`src/rtl/multi_digit_lock.sv`:
```
// multi_digit_lock: digit-entry combination lock with code change and lockout.
// Optional feature macro: LOCKOUT_TIMER_EN (timed exit from ALARM).
//
// Ports:
//   clock       : single clock, all state updates on the rising edge
//   reset       : asynchronous active-low reset
//   digit_in    : digit value sampled when enter is high
//   enter       : single-cycle pulse, captures a digit or relocks
//   change      : single-cycle pulse, requests or aborts a code change
//   open        : lock released (registered decode of OPEN)
//   alarm       : lockout active (registered decode of ALARM)
//   new_mode    : new-code entry mode (registered decode of NEW_CODE)
//   digit_count : digits captured in the current sequence
//   tries_left  : remaining attempts before lockout
module multi_digit_lock #(
    parameter int DIGIT_W        = 4,
    parameter int NUM_DIGITS     = 4,
    parameter int MAX_TRIES      = 3,
    parameter int LOCKOUT_CYCLES = 1000,
    parameter logic [NUM_DIGITS*DIGIT_W-1:0] RESET_CODE = '0
) (
    input  logic                              clock,
    input  logic                              reset,
    input  logic [DIGIT_W-1:0]                digit_in,
    input  logic                              enter,
    input  logic                              change,
    output logic                              open,
    output logic                              alarm,
    output logic                              new_mode,
    output logic [$clog2(NUM_DIGITS+1)-1:0]   digit_count,
    output logic [3:0]                        tries_left
);

    localparam int CODE_W = NUM_DIGITS * DIGIT_W;
    localparam int CNT_W  = $clog2(NUM_DIGITS + 1);

    localparam logic [CNT_W-1:0] LAST  = CNT_W'(NUM_DIGITS - 1);
    localparam logic [CNT_W-1:0] ONE   = CNT_W'(1);
    localparam logic [3:0]       TRIES = 4'(MAX_TRIES);

    typedef enum logic [2:0] {
        LOCKED,
        CHECK,
        OPEN,
        NEW_CODE,
        ALARM
    } state_t;

    state_t state, state_n;

    logic [CODE_W-1:0] code, code_n;
    logic [CODE_W-1:0] entry, entry_n;
    logic [CODE_W-1:0] shifted;
    logic [CNT_W-1:0]  count, count_n;
    logic [3:0]        fails, fails_n;

`ifdef LOCKOUT_TIMER_EN
    localparam int LW = (LOCKOUT_CYCLES > 1) ? $clog2(LOCKOUT_CYCLES) : 1;
    localparam logic [LW-1:0] LOCK_END = LW'(LOCKOUT_CYCLES - 1);

    logic [LW-1:0] lock_cnt, lock_cnt_n;
`endif

    // First digit entered ends up in the most significant position.
    assign shifted = (entry << DIGIT_W) | CODE_W'(digit_in);

    always_comb begin
        state_n = state;
        code_n  = code;
        entry_n = entry;
        count_n = count;
        fails_n = fails;
`ifdef LOCKOUT_TIMER_EN
        lock_cnt_n = '0;
`endif
        unique case (state)
            LOCKED: begin
                if (enter) begin
                    entry_n = shifted;
                    count_n = count + ONE;
                    if (count == LAST) begin
                        state_n = CHECK;
                    end
                end
            end
            CHECK: begin
                count_n = '0;
                if (entry == code) begin
                    fails_n = '0;
                    state_n = OPEN;
                end else begin
                    fails_n = fails + 4'd1;
                    if (fails + 4'd1 >= TRIES) begin
                        state_n = ALARM;
                    end else begin
                        state_n = LOCKED;
                    end
                end
            end
            OPEN: begin
                if (enter) begin
                    state_n = LOCKED;
                end else if (change) begin
                    state_n = NEW_CODE;
                    count_n = '0;
                    entry_n = '0;
                end
            end
            NEW_CODE: begin
                if (change) begin
                    state_n = OPEN;
                    count_n = '0;
                    entry_n = '0;
                end else if (enter) begin
                    if (count == LAST) begin
                        // Commit the full new code on the final digit.
                        code_n  = shifted;
                        entry_n = '0;
                        count_n = '0;
                        state_n = LOCKED;
                    end else begin
                        entry_n = shifted;
                        count_n = count + ONE;
                    end
                end
            end
            ALARM: begin
`ifdef LOCKOUT_TIMER_EN
                if (lock_cnt == LOCK_END) begin
                    state_n = LOCKED;
                    fails_n = '0;
                end else begin
                    lock_cnt_n = lock_cnt + LW'(1);
                end
`else
                state_n = ALARM;
`endif
            end
            default: begin
                state_n = LOCKED;
                count_n = '0;
            end
        endcase
    end

    always_ff @(posedge clock or negedge reset) begin
        if (!reset) begin
            state    <= LOCKED;
            code     <= RESET_CODE;
            entry    <= '0;
            count    <= '0;
            fails    <= '0;
            open     <= 1'b0;
            alarm    <= 1'b0;
            new_mode <= 1'b0;
        end else begin
            state    <= state_n;
            code     <= code_n;
            entry    <= entry_n;
            count    <= count_n;
            fails    <= fails_n;
            open     <= (state == OPEN);
            alarm    <= (state == ALARM);
            new_mode <= (state == NEW_CODE);
        end
    end

`ifdef LOCKOUT_TIMER_EN
    always_ff @(posedge clock or negedge reset) begin
        if (!reset) begin
            lock_cnt <= '0;
        end else begin
            lock_cnt <= lock_cnt_n;
        end
    end
`endif

    assign digit_count = count;

    // Saturate so the count of remaining attempts never wraps.
    assign tries_left = (fails >= TRIES) ? 4'd0 : (TRIES - fails);

endmodule

```
`config.mk`:
```
export PLATFORM = sky130hd
export DESIGN_NAME = multi_digit_lock
export DESIGN_NICKNAME = d
export VERILOG_FILES = /design/src/rtl/multi_digit_lock.sv
export SDC_FILE = /design/constraint.sdc
export NUM_CORES = 1
export LEC_CHECK = 0
export CAP_MARGIN = 20
export CORE_MARGIN = 1.5
export CORE_UTILIZATION = 52
export DETAILED_ROUTE_END_ITERATION = 10
export PLACE_DENSITY = 0.81
export SLEW_MARGIN = 20
export SYNTH_ARGS = -nofsm -noshare
export SYNTH_HDL_FRONTEND = slang
export SYNTH_SLANG_ARGS = --single-unit
```
`constraint.sdc`:
```
create_clock -name clock -period 1.9 [get_ports clock]
set_clock_uncertainty 0.15 [all_clocks]
set_input_delay 0.57 -clock clock [delete_from_list [all_inputs] [get_ports clock]]
set_output_delay 0.57 -clock clock [all_outputs]
set_load 0.01 [all_outputs]
```
==> metrics.md, run 1 <==
| Metric | Value |
|---|---|
| Status | `finished, violations left` |
| Failing checks | `negative setup slack` |
| Period utilization | `1.045` |
| Number of remaining DRC errors | `0` |
| Commonest non-fill, non-tap cell in the layout | `dfrtp_1` |
| N_diodes | `0` |
| Share of cells above drive strength 1 | `0.3506` |
| Count of cell types in the netlist | `39` |
| Slew @ Worst Pin | `~340 ps` |
| Detail-routed via count per cell | `around 5.9` |
| Clock-pin slew on the worst setup and hold paths | `~80 ps` |
| Worst vdd rail ir drop | `0.6849 mV` |
| Register area share after synthesis | `0.4934` |
| Kind of critical path | `flop to primary output` |
| Syn_nets | `about 230` |
| Total power | `about 3.3 mW` |
| WL/cell | `about 17 µm` |
| Slew Limit Headroom | `0.7759` |
| Post-synthesis cell area | `0.002282 mm²` |
| Crit path launch | `fails[0]` |
| Worst EP arrival | `roughly 1300 ps` |
| Req. time, crit path | `between 1000 and 1500 ps` |
| Initial Utilization | `0.5546` |
| CTS Hold Buffers Added | `0` |
| CTS max path bufs | `2` |
| FILL cells | `around 240` |
| Reg2Reg Depth | `6` |
| M3 GR Usage | `0.03634` |
| CTS tree | `built` |
| EDFF count, synth | `0` |
| Largest net degree at the start of global routing | `46` |
| Max Freq | `~500 MHz` |
| Psw | `1.209 mW` |
| Setup TNS | `-336.7 ps` |
| Die Area | `between 0.004 and 0.005 mm²` |
| Post-Place Setup Slack | `-418.6 ps` |
| Post-synthesis area per instance | `between 10 and 15 µm²` |
| # H-tree levels | `2` |
| Sequential share of power | `0.426` |
| First-pass GRT wire length | `8.569 mm` |
| Met1 Use GR | `0.3001` |
| Fin. Hold Viols | `0` |
| GRT busiest layer | `met2` |
| Core ar. | `between 0.004 and 0.005 mm²` |
| Final core occ | `0.7619` |
| CTS root buf | `clkbuf_8` |
| LEAKAGE | `between 1 and 1.5 nW` |
| Gate Count Post-Synth | `about 210` |
| Setup Viol. Count Final | `12` |
| Global routing met2 resource utilization | `0.3654` |
| Critical Path Sink Type | `primary output` |
| Fraction of registers with async set/reset | `1.000` |
| Vias in the first global route | `1845` |
| Initial antenna violation count | `0` |
| Final antenna-violating net count | `0` |
| Layout area overhead | `37.39%` |
| Num rows | `23` |
| Clock Sinks | `45` |
| Number of synthesis warnings | `0` |
| Crit-path max FO | `4` |
| Worst min-delay path category | `primary input to async pin` |
| Overall Global Routing Usage | `0.2242` |
| DP HPWL | `between 2 and 3 mm` |
| GRT overflow | `0` |
| PwrDens | `1067 mW/mm²` |
| Minimum clock period | `just under 2000 ps` |
| DRT iter0 DRCs | `132` |
| Gate power share | `0.387` |
| Via count | `1879` |
| Synthesis-stage register bit count | `45` |
| Die H | `approximately 69 µm` |
| Hold slack | `around 84 ps` |
| Fin nets | `approximately 280` |
| Most frequent cells in the layout | `44 x dfrtp_1, 31 x buf_4, 24 x nand2_1` |
| Setup crit end | `tries_left[2]` |
| IO Count | `18` |
| Wirelength, routed | `between 5 and 6 mm` |
| PortBufs | `17` |
| R2R Path End | `code[7]` |
| Internal | `between 2 and 2.5 mW` |
| GPL Wtd Cong | `~0.77` |
| CTS buffer count | `5` |
| Die Wd | `between 60 and 70 µm` |
| Clock power share | `0.187` |
| Max-cap violation count | `0` |
| R2r setup slk | `-10 ps` |
| Primary FF master, synth | `dfrtp_1` |
| CP startpoint kind | `flop` |
| Final WS setup | `-86.41 ps` |
| 1st-pass router iterations | `4` |
| RSZ-0062 raised after global routing | `yes` |
| Worst skew pair latency | `around 300 ps` |
| R2r startpoint | `digit_count[0]` |
| Sw Share | `0.3614` |
| Slew Limit Fails | `0` |
==> metal layers <==
metal  part of all wire  vias to the layer above
met3              0.048                       10
met1               0.41                      932
met5                  0                        -
met2               0.52                       67
li1                   -                      870
met4              0.019                        0
==> sequential cells by signal (all words and copies together) (netlist names) <==
register	cells
entry	16
digit_count	3
state	3
open	1
code	16
alarm	1
new_mode	1
fails	4
==> stage by stage <==
step / cell area (µm²) / std cells
after floorplan: 2297 / 213
after global placement: 2679 / 291
after detailed placement: 2679 / 291
after CTS: 2964 / 314
after global routing: 3136 / 321
final: 3136 / 321
==> timing repair <==
| action | CTS | global route |
|---|---|---|
| pin swaps | 4 | 7 |
| endpoints found under the setup margin | 42 | 31 |
| gates resized for setup | 34 | 31 |
| setup buffers | 12 | 8 |
| gates cloned | 3 | 1 |
==> cell type report <==
cell class,count,area [µm²],area share
multi-input combinational,148,1186,0.3783
sequential,45,1127,0.3595
timing repair buffer,61,626.9,0.1999
clock buffer,6,82.58,0.02634
tap,50,62.56,0.01995
inverter,9,36.28,0.01157
clock inverter,2,13.76,0.004389
==> Yosys cell counts (2+ instances only) <==
master,number,area [µm²]
a21oi_1,3,15.01
and2_1,2,12.51
buf_2,4,20.02
buf_4,2,15.01
clkbuf_1,3,11.26
dfrtp_1,45,1126
ha_1,6,75.07
inv_1,9,33.78
mux2_2,17,191.4
nand2_1,24,90.09
nand2b_1,4,25.02
nand3_1,2,10.01
nand3b_1,2,15.01
nand4_1,4,25.02
nor2_1,8,30.03
nor3_1,2,10.01
o211ai_1,2,15.01
o21ai_0,18,90.09
o22ai_1,3,18.77
o31ai_1,18,135.1
xnor2_1,17,148.9
==> worst min path at each step <==
stage / to / cells after the start
4_1_cts: open / 2
3_3_place_gp: code[5] / 1
5_1_grt: open / 2
2_1_floorplan: alarm / 0
6_report: open / 2
3_5_place_dp: code[15] / 1
==> power groups by stage <==
| stage | clock [mW] | sequential, mW | combinational [mW] |
|---|---|---|---|
| floorplan | 0 | 1.39 | 0.722 |
| global placement | 0 | 1.41 | 1.04 |
| detailed placement | 0 | 1.42 | 1.10 |
| CTS | 0.628 | 1.40 | 1.17 |
| global route | 0.673 | 1.46 | 1.42 |
| finish | 0.625 | 1.43 | 1.29 |
==> critical path, cell delays in order, from the launching register on <==
cell and delay [ps]:
dfrtp_1 390, ha_2 190, nand2b_4 160, nor2_1 90, buf_2 140
==> kinds of logic (layout without fill, tap and decap cells) <==
| logic type | count (synthesis) | in the layout | synth area share |
|---|---|---|---|
| DFF | 45 | 45 | 0.4934 |
| and+or+nand+nor | 55 | 55 | 0.1283 |
| muxes | 17 | 17 | 0.08388 |
| buffers and inverters | 20 | 78 | 0.04166 |
| xor gates and xnor gates | 17 | 17 | 0.06524 |
| AOI/OAI and AO/OA | 53 | 53 | 0.1546 |
| adders and majority gates | 6 | 6 | 0.03289 |
Note: power is estimated with default switching activity, not from simulation.
==> run 2: changes to the inputs <==
--- a/constraint.sdc
+++ b/constraint.sdc
@@ -4,2 +4,2 @@
 set_output_delay 0.57 -clock clock [all_outputs]
-set_load 0.01 [all_outputs]
+set_load 0.02 [all_outputs]
==> metrics.md, run 2 (synthesized netlist as in run 1, its figures left out) <==
| Metric | Value |
|---|---|
| Worst min-delay path category | `primary input to async pin` |
| Critical Path Sink Type | `primary output` |
| Flip-flop and latch area | `0.001129 mm²` |
| Final antenna-violating net count | `0` |
| N_diodes | `0` |
| Fin. Hold Viols | `0` |
| RSZ-0062 raised after global routing | `yes` |
| Period utilization | `1.057` |
| Sw Share | `0.3546` |
| Clock Sinks | `45` |
| CTS max path bufs | `2` |
| Post-Place Setup Slack | `-442.0 ps` |
| Clock-pin slew on the worst setup and hold paths | `about 80 ps` |
| Die H | `between 60 and 70 µm` |
| Status | `finished, violations left` |
| Overall Global Routing Usage | `0.2209` |
| Bufs and invs on worst path | `1` |
| CP startpoint kind | `flop` |
| Biggest regs | `code: 16 flops, entry: 16 flops, fails: 4 flops` |
| Multi-input gate area | `approximately 0.0012 mm²` |
| DP HPWL | `between 3 and 4 mm` |
| GPL Wtd Cong | `~0.84` |
| PwrDens | `1142 mW/mm²` |
| Max-cap violation count | `0` |
| R2r setup slk | `around 100 ps` |
| 1st-pass router iterations | `4` |
| Core ar. | `around 0.0041 mm²` |
| Layout area overhead | `28.56%` |
| DRT iter0 DRCs | `approximately 120` |
| CP Cell Sequence | `ha_2 > nand2b_4 > nor2_2 > buf_4` |
| Worst vdd rail ir drop | `roughly 0.90 mV` |
| FILL cells | `roughly 290` |
| Max Freq | `around 500 MHz` |
| GRT overflow | `0` |
| Critical path's top delay family | `flip-flops` |
| First-pass GRT wire length | `8.349 mm` |
| Sequential share of power | `0.426` |
| Wirelength, routed | `4.858 mm` |
| Fin nets | `approximately 270` |
| Largest net degree at the start of global routing | `46` |
| Die Wd | `69.25 µm` |
| Slew Limit Headroom | `0.7517` |
| Via count | `1750` |
| LEAKAGE | `~1.3 nW` |
| Die Area | `0.004796 mm²` |
| Initial Utilization | `0.5546` |
| R2r startpoint | `state[0]` |
| Gate power share | `0.349` |
| Minimum clock period | `2008 ps` |
| # H-tree levels | `2` |
| Final cell count without fillers | `slightly above 300` |
| CTS root buf | `clkbuf_8` |
| Initial antenna violation count | `0` |
| Crit path launch | `fails[0]` |
| Detail-routed via count per cell | `about 5.7` |
| CTS tree | `built` |
| Slowest CP cell | `dfrtp_1` |
| CTS buffer count | `5` |
| Req. time, crit path | `between 1000 and 1500 ps` |
| Slew @ Worst Pin | `roughly 370 ps` |
| WL/cell | `roughly 16 µm` |
| Psw | `roughly 1.2 mW` |
| PortBufs | `17` |
| Failing checks | `negative setup slack` |
| Kind of critical path | `flop to primary output` |
| Clock power share | `0.225` |
| Vias in the first global route | `~1700` |
| IO Count | `18` |
| Share of cells above drive strength 1 | `0.3098` |
| Placed Cells | `roughly 290` |
| Crit-path max FO | `4` |
| Slew Limit Fails | `0` |
| Num rows | `23` |
| Commonest non-fill, non-tap cell in the layout | `dfrtp_1` |
| Crit path largest cell delay | `380 ps` |
| Most frequent cells in the layout | `43 x dfrtp_1, 25 x buf_4, 24 x nand2_1` |
| Number of remaining DRC errors | `0` |
| Setup Viol. Count Final | `4` |
| Internal | `~2.2 mW` |
| Final WS setup | `-108.1 ps` |
| Worst skew pair latency | `300 ps` |
| Worst EP arrival | `roughly 1300 ps` |
[run 2: changes by cell type in the layout (fill, tap and decap cells not counted), moves of 3 or more]
cell / previous run / this run
o21ai_1: 4 / 1
mux2_2: 0 / 9
buf_4: 31 / 25
o21ai_0: 15 / 18
buf_2: 5 / 1
mux2_4: 17 / 8
dlygate4sd2_1: 4 / 7
[run 2: per-layer routing]
| metal | up-vias | global-route usage | share of wire |
|---|---|---|---|
| li1 | 838 | - | - |
| met1 | 876 | 0.2853 | 0.44 |
| met2 | 30 | 0.3686 | 0.51 |
| met3 | 6 | 0.04070 | 0.027 |
| met4 | 0 | 0.08715 | 0.018 |
| met5 | - | 0 | 0 |
[run 2: power by group through the flow]
| stage | Clock [mW] | Combinational [mW] | Sequential (mW) |
|---|---|---|---|
| finish | 0.755 | 1.17 | 1.43 |
| global route | 0.809 | 1.31 | 1.46 |
| CTS | 0.775 | 1.17 | 1.42 |
| detailed placement | 0 | 1.14 | 1.43 |
| global placement | 0 | 1.08 | 1.42 |
| floorplan | 0 | 0.725 | 1.43 |
[run 2: cell type report]
class	count	share of cell area
clock buffers	6	0.02815
well taps	50	0.02132
flip-flops and latches	45	0.3846
clock inverters	2	0.01279
inverters	9	0.01151
multi-input cells	148	0.3966
repair buffers	45	0.1450
[run 2: what timing repair did]
item / in CTS / in global routing
hold buffers: 0 / 0
pin swaps: 4 / 1
cloned: 1 / 0
setup buffers: 3 / 1
endpoints found under the setup margin: 42 / 12
resized for setup: 48 / 6
hold endpoints to repair: 0 / 0
[run 2: path summary, 6_finish.rpt]
kind	to	cells after the start
worst max register to register	code[1]	5
worst min-delay path	code[3]	2
worst min register to register	code[11]	1
max in group asynchronous	digit_count[1]	2
worst max-delay path	tries_left[2]	4
min in group clock	code[11]	1
[run 2: worst register-to-register path: stages, from the launching register on]
cell	delay [ps]
dfrtp_1	470
nand3b_1	190
nor3_4	260
buf_4	170
buf_16	130
mux2_2	330
[run 2: stage by stage]
step,power (mW),utilization,cell area (µm²),setup TNS [ps],hold slack [ps]
floorplan,2.158,-,2310,0,124.4
global placement,2.504,0.6528,2686,-12690,361.3
detailed placement,2.578,0.6528,2686,-14460,368.2
CTS,3.359,0.7048,2900,-404.8,82.83
global route,3.580,0.7130,2934,-660.0,90.33
finish,3.350,0.7130,2934,-375.3,78.10
